<file path="config.mk">
export PLATFORM = sky130hd
export DESIGN_NAME = alpha_blend_mixer
export DESIGN_NICKNAME = d
export VERILOG_FILES = /design/src/rtl/alpha_blend_mixer.sv
export SDC_FILE = /design/constraint.sdc
export NUM_CORES = 1
export LEC_CHECK = 0
export ABC_AREA = 1
export CORE_UTILIZATION = 50
export CTS_CLUSTER_DIAMETER = 150
export DETAILED_ROUTE_END_ITERATION = 7
export PLACE_DENSITY_LB_ADDON = 0.08
export SYNTH_ARGS = -nofsm -noshare
export SYNTH_HDL_FRONTEND = slang
export SYNTH_SLANG_ARGS = --single-unit
</file>
<file path="constraint.sdc">
create_clock -name clk -period 11.2 [get_ports clk]
set_input_delay 1.68 -clock clk [delete_from_list [all_inputs] [get_ports clk]]
set_output_delay 1.68 -clock clk [all_outputs]
set_load 0.005 [all_outputs]
</file>
<file path="src/rtl/alpha_blend_mixer.sv">
// Alpha-blends a foreground/background RGB stream using per-column alpha read from a
// registered dual-port RAM; one pixel per clock with valid/ready backpressure.
module alpha_blend_mixer #(
  parameter int COLOR_WIDTH   = 8,
  parameter int ALPHA_WIDTH   = 8,
  parameter int ADDRESS_WIDTH = 11,
  parameter int LINE_WIDTH    = 1920
) (
  input  logic                       clk,
  input  logic                       reset,
  input  logic                       in_valid,
  output logic                       in_ready,
  input  logic [3*COLOR_WIDTH-1:0]   in_fg,
  input  logic [3*COLOR_WIDTH-1:0]   in_bg,
  input  logic                       in_sof,
  input  logic                       in_eol,
  input  logic                       bypass,
  output logic [ADDRESS_WIDTH-1:0]   addr_b,
  input  logic [ALPHA_WIDTH-1:0]     q_b,
  output logic                       out_valid,
  input  logic                       out_ready,
  output logic [3*COLOR_WIDTH-1:0]   out_pixel,
  output logic                       out_sof,
  output logic                       out_eol
);

  localparam int PW = 3 * COLOR_WIDTH;
  localparam int MW = COLOR_WIDTH + ALPHA_WIDTH + 2;
  localparam logic [ADDRESS_WIDTH-1:0] LAST_X = ADDRESS_WIDTH'(LINE_WIDTH - 1);
  localparam logic [MW-1:0] FULL  = MW'(1) << ALPHA_WIDTH;
  localparam logic [MW-1:0] ROUND = MW'(1) << (ALPHA_WIDTH - 1);

  logic [ADDRESS_WIDTH-1:0] xCnt_q, xCnt_d, pixAddr;
  logic                     accept, outLoad;
  logic [PW-1:0]            s1Fg_q, s1Bg_q;
  logic                     s1Sof_q, s1Eol_q, s1Valid_q, s1Valid_d, s1Fresh_q;
  logic [ALPHA_WIDTH-1:0]   alphaHold_q, alphaCur;
  logic [ALPHA_WIDTH:0]     aEff;
  logic [MW-1:0]            aExt, invExt;
  logic [PW-1:0]            blendPix, resultPix;
  logic [PW-1:0]            outPixel_q;
  logic                     outSof_q, outEol_q, outValid_q;

  assign pixAddr   = in_sof ? '0 : xCnt_q;
  assign addr_b    = pixAddr;
  assign outLoad   = s1Valid_q & (~outValid_q | out_ready);
  assign in_ready  = ~reset & (~s1Valid_q | outLoad);
  assign accept    = in_valid & in_ready;

  always_comb begin
    xCnt_d = xCnt_q;
    if (accept) begin
      xCnt_d = (in_eol || pixAddr == LAST_X) ? '0 : pixAddr + ADDRESS_WIDTH'(1);
    end
  end

  always_comb begin
    s1Valid_d = s1Valid_q;
    if (accept) begin
      s1Valid_d = 1'b1;
    end else if (outLoad) begin
      s1Valid_d = 1'b0;
    end
  end

  // RAM data is only valid the cycle after acceptance; a stalled S1 must use the held copy.
  assign alphaCur = s1Fresh_q ? q_b : alphaHold_q;
  assign aEff     = {1'b0, alphaCur} + (ALPHA_WIDTH + 1)'(alphaCur[ALPHA_WIDTH-1]);
  assign aExt     = MW'(aEff);
  assign invExt   = FULL - aExt;

  for (genvar c = 0; c < 3; c++) begin : gChan
    logic [MW-1:0] fgExt, bgExt;
    assign fgExt = MW'(s1Fg_q[c*COLOR_WIDTH +: COLOR_WIDTH]);
    assign bgExt = MW'(s1Bg_q[c*COLOR_WIDTH +: COLOR_WIDTH]);
    assign blendPix[c*COLOR_WIDTH +: COLOR_WIDTH] =
      COLOR_WIDTH'((aExt * fgExt + invExt * bgExt + ROUND) >> ALPHA_WIDTH);
  end

  assign resultPix = bypass ? s1Fg_q : blendPix;

  always_ff @(posedge clk) begin
    if (accept) begin
      s1Fg_q  <= in_fg;
      s1Bg_q  <= in_bg;
      s1Sof_q <= in_sof;
      s1Eol_q <= in_eol;
    end
  end

  always_ff @(posedge clk) begin
    if (reset) begin
      xCnt_q      <= '0;
      s1Valid_q   <= 1'b0;
      s1Fresh_q   <= 1'b0;
      alphaHold_q <= '0;
      outValid_q  <= 1'b0;
      outPixel_q  <= '0;
      outSof_q    <= 1'b0;
      outEol_q    <= 1'b0;
    end else begin
      xCnt_q    <= xCnt_d;
      s1Valid_q <= s1Valid_d;
      s1Fresh_q <= accept;
      if (s1Fresh_q) begin
        alphaHold_q <= q_b;
      end
      if (outLoad) begin
        outPixel_q <= resultPix;
        outSof_q   <= s1Sof_q;
        outEol_q   <= s1Eol_q;
        outValid_q <= 1'b1;
      end else if (out_ready) begin
        outValid_q <= 1'b0;
      end
    end
  end

  assign out_valid = outValid_q;
  assign out_pixel = outPixel_q;
  assign out_sof   = outSof_q;
  assign out_eol   = outEol_q;

endmodule

</file>
==> results.sh, run 1 <==
export IMPL_status="finished, final reports clean"
export IMPL_grt_start_max_net_pins=47
export IMPL_grtUsageTotal=0.2862
export IMPL_clkLatencyLatePin_ps=410
export IMPL_grt_overflow=0
export IMPL_ys_async_sr_fraction=0
export IMPL_drt_wl_total_mm=52.24
export IMPL_place_congestion=0.9072
export IMPL_portBuffers=101
export IMPL_vias_per_cell=5.077
export IMPL_htree_levels=3
export IMPL_period_share=0.8592
export IMPL_worst_slew_pin_slew_ps=1052
export IMPL_synth_distinct_cells=46
export IMPL_drt_iter0_drc=830
export IMPL_hold_path_class="flop to flop"
export IMPL_wire_per_inst_um=17.57
export IMPL_grt_antenna_before_repair=0
export IMPL_synth_cells=2406
export IMPL_die_w_um=199.6
export IMPL_ios=102
export IMPL_slew_viol_final=0
export IMPL_path_common_cell="inv_1"
export IMPL_synth_edf_count=50
export IMPL_hold_viol_final=0
export IMPL_rsz0062_at_grt="false"
export IMPL_worst_setup_path_end_kind="flop"
export IMPL_start_kind="input port"
export IMPL_vias=15093
export IMPL_syn_mean_instance_area_um2=8.115
export IMPL_synthesis_nets=3016
export IMPL_row_count=72
export IMPL_fill_cells=3716
export IMPL_worstSetupPathType="input port to flop"
export IMPL_setup_tns_ps=0
export IMPL_crit_fanout=12
export IMPL_cts_tree="done"
export IMPL_setup_viol=0
export IMPL_grt_pass1_wl_mm=84.40
export IMPL_slowest_stage="fa_1"
export IMPL_cp_arrival_ps=9970
export IMPL_r2r_setup_slack_ps=2550
export IMPL_required_ps=11540
export IMPL_cp_top_family="adder cells"
export IMPL_postRouteAntennaNets=0
export IMPL_dieHeight_um=199.6
export IMPL_cts_buffers_inserted=9
export IMPL_clock_root_buffer="clkbuf_16"
export IMPL_synth_area_mm2=0.01952
export IMPL_core_mm2=0.03856
export IMPL_cts_resized_gates=0
export IMPL_post_cts_buffers=0
export IMPL_fmax_ghz=0.1039
export IMPL_ys_flop_type="edfxtp_1"
export IMPL_yosysSeqAreaShare=0.1261
export IMPL_clk_path_buf_depth=2
export IMPL_start_util=0.5064
export IMPL_die_area_mm2=0.03984
export IMPL_synth_seq_cells=98
export IMPL_relSlewSlack=0.2978
export IMPL_cts_sinks=98
export IMPL_remaining_drc_errors=0
export IMPL_area_growth_pct=8.716
export IMPL_yosys_warnings=0
export IMPL_antenna_cells=0
export IMPL_hpwl_mm=41.69
export IMPL_grt_pass1_vias=15995
export IMPL_slowest_delay_ps=560
export IMPL_ctsHoldBuffers=0
export IMPL_drive_gt1_frac=0.03910
export IMPL_first_pass_iters=5
export IMPL_worst_path_buf_inv=11
export IMPL_fin_skew_ps=21.55
export IMPL_min_period_ps=9623
export IMPL_fin_util=0.5505
export IMPL_clk_pin_slew_ps=90
export IMPL_finalNetCount=3060
export IMPL_cap_violations=0
-- layout make-up --
type                    count  area (um2)  area share
clock buffers               9       225.2     0.01061
clock inverters             7       97.59    0.004598
inverters                 667        2504      0.1180
multi-input cells        1557       14160      0.6672
flip-flops and latches     98        2462      0.1160
well taps                 518       648.1     0.03054
repair buffers            117        1126     0.05305
-- worst paths after layout --
path	start	end	cells past startpoint
hold reg to reg	xCnt_q[0]$_SDFFE_PP0P_	xCnt_q[0]$_SDFFE_PP0P_	2
setup / recovery	q_b[7]	out_pixel[5]$_SDFFE_PP0P_	38
setup reg to reg	s1Fresh_q$_SDFF_PP0_	out_pixel[5]$_SDFFE_PP0P_	37
hold / removal	xCnt_q[0]$_SDFFE_PP0P_	xCnt_q[0]$_SDFFE_PP0P_	2
-- cells by family (layout without fill, tap and decap cells) --
kind of cell	after synthesis	count (layout)	share of synthesized area
simple gates	838	838	0.1801
buf+inv	751	800	0.1490
fa+ha+maj	547	547	0.4901
compound gates	142	142	0.04121
flops	98	98	0.1261
xor+xnor	30	30	0.01346
-- stage by stage --
step | instances | hold slack [ps] | setup slack (ps) | instance area (um2)
floorplan | 2406 | 444.3 | 2494 | 19520
global placement | 2957 | 452.2 | 1300 | 20900
detailed placement | 2957 | 456.7 | 1212 | 20900
CTS | 2973 | 468.2 | 1628 | 21230
global route | 2973 | 486.5 | 1033 | 21230
finish | 2973 | 464.5 | 1577 | 21230
-- state kept, by name, indices dropped and copies added, names as in the netlist --
| register | cells |
|---|---|
| out_pixel | 24 |
| s1Bg_q | 24 |
| s1Fg_q | 24 |
| xCnt_q | 11 |
| alphaHold_q | 8 |
| out_eol | 1 |
| out_sof | 1 |
| out_valid | 1 |
| s1Eol_q | 1 |
| s1Fresh_q | 1 |
| s1Sof_q | 1 |
| s1Valid_q | 1 |
-- cell usage after synthesis (9+ instances only) --
master	number	share of area
inv_1	658	0.13
a21o_1	10	0.0038
nand2_2	18	0.0058
nand3_1	59	0.015
clkbuf_1	45	0.0087
xnor2_1	15	0.0067
nand2_4	9	0.0052
xor2_1	15	0.0067
a21oi_1	83	0.021
o21ai_0	24	0.0062
ha_1	184	0.12
nand2_1	511	0.098
edfxtp_1	50	0.077
nor2_1	196	0.038
o211ai_1	10	0.0038
dfxtp_1	48	0.049
buf_1	10	0.0019
fa_1	363	0.37
buf_4	14	0.0054
buf_2	12	0.0031
-- worst register-to-register path, delay by kind of cell, from the launching register on --
family / cells / cell delay (ps)
AND/OR/NAND/NOR: 11 / 1640
buffers and inverters: 10 / 1400
adder cells (fa/ha/maj): 9 / 3780
flip-flops: 1 / 690
AO/OA/AOI/OAI: 7 / 1100
-- metal layers --
metal	share of wire	GRT usage	up-vias
li1	-	-	7097
met1	0.40	0.3486	7411
met2	0.49	0.4910	460
met3	0.063	0.05283	125
met4	0.044	0.1306	0
met5	0	0	-
-- cells in the final DEF (no fill, tap or decap), types with 2 or more instances in the layout --
cell	synthesis	final
buf_4	14	16
a21o_1	10	10
clkinv_8	0	2
o21ai_2	2	2
xnor2_1	15	15
a21oi_1	83	83
nand3b_1	6	6
a21oi_2	3	3
inv_1	658	658
clkbuf_16	0	9
nand3_2	6	6
nor2_4	1	2
and3_1	4	4
nor2_1	196	195
nand2_1	511	511
nand3_1	59	59
clkdlybuf4s50_1	0	100
o31ai_1	3	3
dfxtp_1	48	48
o21ai_0	24	24
nor3_1	5	5
edfxtp_1	50	50
o211ai_1	10	10
xor2_1	15	15
nor2_2	4	4
nand4_1	8	8
nand2_4	9	9
inv_2	8	8
ha_1	184	183
or2_2	5	5
nand2_2	18	18
o21ai_1	2	2
fa_1	363	363
Power of run 1 is not shown: default switching activity piles up to over one toggle a cycle in this logic, so the estimate is an artifact.
==> run 2, diff against run 1 <==
CTS_CLUSTER_SIZE = 10   (was unset)
==> results of run 2 <==
Final layout, timing and power as in run 1 (identical DEF).
Power of run 2 is left out for the same reason.
==> run 3, diff against run 2 <==
CORE_MARGIN = 3   (was unset)
GPL_TIMING_DRIVEN = 0   (was unset)
PLACE_DENSITY = 0.68   (was unset)
PLACE_DENSITY_LB_ADDON = unset   (was 0.08)
==> results.sh, run 3 (synthesized netlist as in run 1, its figures left out) <==
export IMPL_cts_buffers_inserted=9
export IMPL_die_w_um=203.6
export IMPL_grt_overflow=0
export IMPL_row_count=71
export IMPL_multi_input_area_mm2=0.01416
export IMPL_fin_skew_ps=29.08
export IMPL_drt_iter0_drc=1101
export IMPL_fmax_ghz=0.09590
export IMPL_grtUsageTotal=0.2768
export IMPL_hold_path_class="flop to flop"
export IMPL_clk_pin_slew_ps=90
export IMPL_slowest_stage="clkbuf_1"
export IMPL_wire_per_inst_um=18.17
export IMPL_start_kind="input port"
export IMPL_crit_fanout=10
export IMPL_rsz0062_at_grt="false"
export IMPL_grt_pass1_wl_mm=87.37
export IMPL_vias_per_cell=5.172
export IMPL_seq_area_mm2=0.002462
export IMPL_status="finished, final reports clean"
export IMPL_finalNetCount=3127
export IMPL_worst_path_buf_inv=10
export IMPL_htree_levels=3
export IMPL_dieHeight_um=203.6
export IMPL_min_period_ps=10430
export IMPL_vias=15686
export IMPL_place_congestion=0.9868
export IMPL_area_growth_pct=9.985
export IMPL_drive_gt1_frac=0.04282
export IMPL_fill_cells=3533
export IMPL_die_area_mm2=0.04146
export IMPL_grt_antenna_before_repair=1
export IMPL_remaining_drc_errors=0
export IMPL_ctsHoldBuffers=0
export IMPL_hold_viol_final=0
export IMPL_worst_setup_path_end_kind="flop"
export IMPL_cp_arrival_ps=10670
export IMPL_r2r_setup_slack_ps=1890
export IMPL_first_pass_iters=7
export IMPL_core_mm2=0.03811
export IMPL_cp_top_family="adder cells"
export IMPL_slew_viol_final=0
export IMPL_setup_tns_ps=0
export IMPL_worst_slew_pin_slew_ps=1136
export IMPL_antenna_cells=0
export IMPL_cts_resized_gates=0
export IMPL_grt_use_met2=0.4504
export IMPL_ios=102
export IMPL_slowest_delay_ps=690
export IMPL_grt_pass1_vias=16386
export IMPL_grt_start_max_net_pins=28
export IMPL_relSlewSlack=0.2425
export IMPL_hpwl_mm=44.77
export IMPL_drt_wl_total_mm=55.10
export IMPL_grt_use_met3=0.05395
export IMPL_required_ps=11450
export IMPL_portBuffers=99
export IMPL_cap_violations=0
export IMPL_path_common_cell="nand2_1"
export IMPL_period_share=0.9311
export IMPL_cts_tree="done"
export IMPL_grt_met1_usage=0.3681
export IMPL_worstSetupPathType="input port to flop"
export IMPL_clkLatencyLatePin_ps=420
export IMPL_clock_root_buffer="clkbuf_16"
export IMPL_busiest_layer="met2"
export IMPL_post_cts_buffers=0
export IMPL_start_util=0.5123
export IMPL_cts_sinks=98
export IMPL_clk_path_buf_depth=2
export IMPL_setup_viol=0
export IMPL_postRouteAntennaNets=0
export IMPL_final_cell_mix="inv_1 (658), nand2_1 (511), fa_1 (363), nor2_1 (195), ha_1 (184)"
export IMPL_final_common_cell="inv_1"
==> run 3: metal layers <==
metal / wire, um / vias up / share of wire
li1: - / 7225 / -
met1: 22380 / 7748 / 0.41
met2: 25910 / 600 / 0.47
met3: 4587 / 111 / 0.083
met4: 2213 / 2 / 0.040
met5: 8 / - / 0.00015
==> run 3: worst paths after layout <==
path	from	end	cells after the start
max	q_b[7]	out_pixel[13]$_SDFFE_PP0P_	37
min	out_pixel[21]$_SDFFE_PP0P_	out_pixel[21]$_SDFFE_PP0P_	2
max reg2reg	s1Fresh_q$_SDFF_PP0_	out_pixel[13]$_SDFFE_PP0P_	37
min reg2reg	out_pixel[21]$_SDFFE_PP0P_	out_pixel[21]$_SDFFE_PP0P_	2
==> run 3: stage by stage <==
step	area (um2)	util	hold WS (ps)	std cells	worst slack, ps
floorplan	19520	-	444.3	2406	2494
global placement	21150	0.5551	453.5	3016	638.4
detailed placement	21180	0.5558	458.6	3017	499.1
CTS	21470	0.5634	470.9	3033	933.4
global route	21470	0.5634	489.7	3033	348.5
finish	21470	0.5634	471.2	3033	772.0
==> run 3: worst reg2reg max path: cells and delay by family, from the launching register on <==
| family | cells | cell delay [ps] |
|---|---|---|
| AND/OR/NAND/NOR | 12 | 1840 |
| buffers and inverters | 10 | 2240 |
| adder cells (fa/ha/maj) | 9 | 3720 |
| AO/OA/AOI/OAI | 6 | 940 |
| flip-flops | 1 | 410 |
==> run 3: cell type report <==
cell class / instances / share of cell area
Buffer: 84 / 0.01888
Clock buffer: 9 / 0.01049
Clock inverter: 7 / 0.003088
Inverter: 667 / 0.1166
Multi-Input combinational cell: 1557 / 0.6594
Sequential cell: 98 / 0.1147
Tap cell: 511 / 0.02978
Timing Repair Buffer: 100 / 0.04708
Power of run 3 is left out for the same reason.
